**config.mk**
```make
export PLATFORM = sky130hd
export DESIGN_NAME = inst_fetcher
export DESIGN_NICKNAME = d
export VERILOG_FILES = /design/src/rtl/inst_fetcher.sv
export SDC_FILE = /design/constraint.sdc
export NUM_CORES = 1
export LEC_CHECK = 0
export BUFFER_PORTS_ARGS = -buffer_cell sky130_fd_sc_hd__buf_2
export CORE_MARGIN = 1
export CORE_UTILIZATION = 55
export CTS_CLUSTER_SIZE = 20
export DETAILED_ROUTE_END_ITERATION = 12
export GPL_ROUTABILITY_DRIVEN = 0
export PLACE_DENSITY = 0.75
export SYNTH_ARGS = -nofsm -noshare
export SYNTH_HDL_FRONTEND = slang
export SYNTH_SLANG_ARGS = --single-unit
```
**constraint.sdc**
```tcl
create_clock -name clk_in -period 9.6 [get_ports clk_in]
set_clock_uncertainty 0.05 [all_clocks]
set_input_delay 1.44 -clock clk_in [delete_from_list [all_inputs] [get_ports clk_in]]
set_output_delay 1.44 -clock clk_in [all_outputs]
set_load 0.05 [all_outputs]
```
**src/rtl/inst_fetcher.sv**
```systemverilog
// Byte-serial instruction fetcher: issues four byte reads per word, assembles
// them little-endian and buffers complete words in a circular queue for decode.
module inst_fetcher #(
    parameter int          QUEUE_DEPTH = 4,
    parameter logic [31:0] RESET_PC    = 32'h0
) (
    input  logic        clk_in,
    input  logic        rst_in,
    input  logic        rdy_in,
    output logic        mem_req,
    output logic [31:0] mem_addr,
    input  logic        mem_gnt,
    input  logic        mem_rvalid,
    input  logic [7:0]  mem_rdata,
    input  logic        redirect_valid,
    input  logic [31:0] redirect_pc,
    output logic        inst_valid,
    input  logic        inst_ready,
    output logic [31:0] inst,
    output logic [31:0] inst_pc
);

    localparam int PTR_W = $clog2(QUEUE_DEPTH);
    localparam int CNT_W = PTR_W + 1;
    localparam logic [CNT_W-1:0] DEPTH_C = CNT_W'(QUEUE_DEPTH);
    localparam logic [CNT_W-1:0] LAST_C  = CNT_W'(QUEUE_DEPTH - 1);

    typedef enum logic [1:0] {
        IDLE  = 2'd0,
        FETCH = 2'd1,
        DRAIN = 2'd2
    } state_t;

    state_t             state;
    state_t             state_nxt;
    logic [31:0]        fetch_pc;
    logic [1:0]         issue_idx;
    logic [1:0]         collect_idx;
    logic [23:0]        partial;
    logic [PTR_W-1:0]   head;
    logic [PTR_W-1:0]   tail;
    logic [CNT_W-1:0]   count;
    logic               drop;
    logic [31:0]        q_inst [QUEUE_DEPTH];
    logic [31:0]        q_pc   [QUEUE_DEPTH];

    logic               flush;
    logic               capture;
    logic               word_done;
    logic               pop;

    assign flush      = rdy_in && redirect_valid;
    // Bytes are only ever in flight outside IDLE, so gating on IDLE also
    // discards a stale response arriving right after reset.
    assign capture    = mem_rvalid && !drop && (state != IDLE);
    assign word_done  = capture && (collect_idx == 2'd3);
    assign inst_valid = (count != '0);
    assign pop        = inst_valid && inst_ready && rdy_in;
    assign inst       = inst_valid ? q_inst[head] : 32'h0;
    assign inst_pc    = inst_valid ? q_pc[head]   : 32'h0;

    always_comb begin
        state_nxt = state;
        mem_req   = 1'b0;
        mem_addr  = fetch_pc + 32'(issue_idx);
        case (state)
            IDLE: begin
                if (count < DEPTH_C) state_nxt = FETCH;
            end
            FETCH: begin
                mem_req = 1'b1;
                if (mem_gnt && issue_idx == 2'd3) state_nxt = DRAIN;
            end
            DRAIN: begin
                // The completing word is not yet counted, so reserve its slot
                // before starting the next one in the same cycle.
                mem_addr = fetch_pc + 32'd4;
                if (word_done) begin
                    if (count < LAST_C) begin
                        mem_req   = 1'b1;
                        state_nxt = FETCH;
                    end else begin
                        state_nxt = IDLE;
                    end
                end
            end
            default: state_nxt = IDLE;
        endcase
        if (!rdy_in) begin
            mem_req   = 1'b0;
            state_nxt = (state == DRAIN && word_done) ? IDLE : state;
        end
    end

    always_ff @(posedge clk_in) begin
        if (!rst_in) begin
            state       <= IDLE;
            fetch_pc    <= RESET_PC;
            issue_idx   <= 2'd0;
            collect_idx <= 2'd0;
            head        <= '0;
            tail        <= '0;
            count       <= '0;
            drop        <= 1'b0;
        end else if (flush) begin
            state       <= FETCH;
            fetch_pc    <= redirect_pc;
            issue_idx   <= 2'd0;
            collect_idx <= 2'd0;
            head        <= '0;
            tail        <= '0;
            count       <= '0;
            drop        <= 1'b1;
        end else begin
            state <= state_nxt;
            drop  <= 1'b0;
            if (mem_req && mem_gnt) issue_idx <= issue_idx + 2'd1;
            if (capture) collect_idx <= collect_idx + 2'd1;
            if (word_done) begin
                fetch_pc <= fetch_pc + 32'd4;
                tail     <= tail + PTR_W'(1);
            end
            if (pop) head <= head + PTR_W'(1);
            if (word_done && !pop) begin
                count <= count + CNT_W'(1);
            end else if (!word_done && pop) begin
                count <= count - CNT_W'(1);
            end
        end
    end

    always_ff @(posedge clk_in) begin
        if (capture && !word_done) begin
            case (collect_idx)
                2'd0:    partial[7:0]   <= mem_rdata;
                2'd1:    partial[15:8]  <= mem_rdata;
                default: partial[23:16] <= mem_rdata;
            endcase
        end
        if (word_done && !flush) begin
            q_inst[tail] <= {mem_rdata, partial};
            q_pc[tail]   <= fetch_pc;
        end
    end

endmodule

```
==> flow_summary.yaml <==
worst_setup_path:
  end_kind: "output port"
  crit_slowest_cell: "inv_1"
  worstPathArrival_ns: 3.63
  ff2ff_setup_slack_ns: 5.52
  crit_top_cell: "buf_2"
  required_ns: 8.11
  worstSetupStartpointType: "primary input"
  cp_cell_sequence: "buf_2, nand4bb_1, inv_1, a31oi_1, nor2_1, buf_2"
  critPathKind: "in2out"
  max_stage_delay_ns: 0.85
  worstPathMaxFanout: 21
grt:
  grt_pass1_wl_mm: 43.89
  grt_pass1_vias: 7792
  antenna_found_initial: 0
  grt.overflow.total: 0
  grt_max_degree: 68
  grt_use_total: 0.2289
logic_synthesis:
  synth_seq_area_share: 0.6882
  netlist_top_cells_count: "280 x edfxtp_1, 68 x and2_1, 64 x mux4_2, 48 x dfxtp_1, 41 x xnor2_1"
  synthDistinctLibCells: 48
  syn_area_um2: 13610
  yosysWarningCount: 0
  syn_avg_cell_area_um2: 16.05
  synth-main-ff-cell: "edfxtp_1"
  postSynthCellCount: 848
  synth_nets: 914
  synth_area_leader_cell: "edfxtp_1"
  ys_top_cells_by_area: "edfxtp_1 62%, mux4_2 11%, dfxtp_1 7.1%, and2_1 3.1%, xnor2_1 2.6%"
  ys_ff_latch: 328
  synth_edf_count: 280
  synth.most_common_cell: "edfxtp_1"
  synth_top_area_frac: 0.6176
  synthArstFlopShare: 0
timing:
  finalCritPeriodShare: 0.5332
  tightest_slew_ns: 1.091
  max-slew-margin-rel: 0.2727
  maxSlewViolCount: 0
  fmax_ghz: 0.1953
  fin_crit_ns: 5.119
  finalSetupTns_ns: 0
  hold_viol: 0
  rsz0062_at_grt: "no"
  finalSetupViolations: 0
placed_design:
  hpwl_mm: 16.97
  dpl_cell_area_um2: 14590
  portBuffers: 144
  placed_cells: 1271
detailed_routing:
  drtPass1Iterations: 5
  avgViaCountPerCell: 5.769
  first_iter_violations: 622
  remaining_drc_errors: 0
  routed-via-count: 7684
  wire_per_inst_um: 21.13
  routed_wirelength_mm: 28.14
  ant_nets: 0
clock_tree:
  path_clk_slew_ns: 0.06
  cts_inserted_buffers: 34
  holdBufCountCts: 0
  clockBufferDepth: 3
  tritoncts: "done"
  clock-sinks: 328
  cts_resized: 0
  cts_setup_buffers: 0
  cts-root-buf: "clkbuf_16"
  clk_latency_ns: 0.50
  cts_max_level: 2
finish:
  fillCellCount: 1732
  fin_area_um2: 15650
  drive_above_1_share: 0.2817
  multiInputGateArea_um2: 3988
  antenna_cells: 0
  final_nets: 1049
  regArea_um2: 9374
  area_growth_pct: 14.97
  instances_no_fill: 1332
floorplanning:
  core_um2: 24320
  fp.dieArea_um2: 25380
  die_h_um: 159.3
  start_util: 0.5598
  num_rows: 57
  ios: 145
  fp.dieW_um: 159.3
status:
  status: "finished, final reports clean"
power:
  leakage_nw: 5.403
  vdd_ir_drop_max_mv: 0.1400
  power.density_nw_per_um2: 185.3
run:
  maxCapViolCount: 0
min_path:
  hold_path.class: "reg2reg"
-- layer usage --
| layer | vias to the layer above | GRT usage | part of all wire |
|---|---|---|---|
| met5 | - | 0 | 0 |
| met4 | 0 | 0.09834 | 0.036 |
| met3 | 59 | 0.03699 | 0.053 |
| li1 | 3487 | - | - |
| met2 | 244 | 0.3632 | 0.48 |
| met1 | 3894 | 0.3178 | 0.43 |
-- report_power, final --
group / internal [W] / leakage, nW / switching [W]
clock network: 0.000708 / 0.511 / 0.000516
registers: 0.00155 / 2.93 / 0.0000280
logic: 0.0000303 / 1.96 / 0.0000677
total: 0.00229 / 5.40 / 0.000612
-- per-stage QoR --
step | hold slack [ns] | worst slack, ns | utilization | power, W
finish | 0.4367 | 4.481 | 0.6436 | 0.002900
global route | 0.4529 | 4.256 | 0.6436 | 0.002986
CTS | 0.4359 | 4.591 | 0.6436 | 0.002922
detailed placement | 0.4320 | 4.592 | 0.6000 | 0.001705
global placement | 0.4259 | 4.606 | 0.6000 | 0.001703
floorplan | 0.4048 | 5.287 | - | 0.001665
-- layout make-up --
cell class	instances	area share
multi-input combinational	453	0.2548
clock buffer	43	0.06108
timing repair buffer	150	0.04892
inverter	16	0.003837
tap	324	0.02590
sequential	328	0.5989
clock inverter	18	0.006555
-- flip-flops by register name (all words and copies together), names as in the netlist, named ones only --
name         flops
q_inst         128
issue_idx        2
tail             2
count            3
fetch_pc        32
q_pc           128
collect_idx      2
drop             1
state            2
partial         24
head             2
-- cell families after synthesis --
group	after synthesis	synth area share
AOI/OAI and AO/OA	72	0.02914
xor gates and xnor gates	65	0.04182
adders and majority gates	19	0.01857
buffers and inverters	67	0.01985
DFF	328	0.6882
muxes	69	0.1097
and+or+nand+nor	228	0.09274
-- worst max-delay path: cells and delay by family --
family	cells	cell delay, ns
buffers and inverters	3	1.22
and+or+nand+nor	2	0.75
AOI/OAI and AO/OA	1	0.22
-- cell usage in the layout, fill, tap and decap left out, types with 5 or more instances in the layout --
cell,instances
a21oi_1,32
and2_1,68
and3_1,7
and3_2,5
buf_2,144
buf_4,6
clkbuf_16,35
clkbuf_8,5
clkinv_1,7
dfxtp_1,46
edfxtp_1,280
ha_1,17
inv_1,16
mux4_2,64
nand2_1,38
nand3_1,18
nand4_1,14
nor2_1,30
nor3_1,13
nor4_1,8
o21ai_0,24
o22ai_1,6
xnor2_1,41
xor2_1,24
-- worst paths after layout --
kind,start,endpoint,cells after the start
min,partial[7]$_DFFE_PP_,q_inst[3][7]$_DFFE_PP_,0
min reg2reg,partial[7]$_DFFE_PP_,q_inst[3][7]$_DFFE_PP_,0
max reg2reg,state[0]$_SDFFE_PN0P_,q_pc[1][0]$_DFFE_PP_,6
max,mem_rvalid,mem_req,6
(Power assumes the default switching activity.)
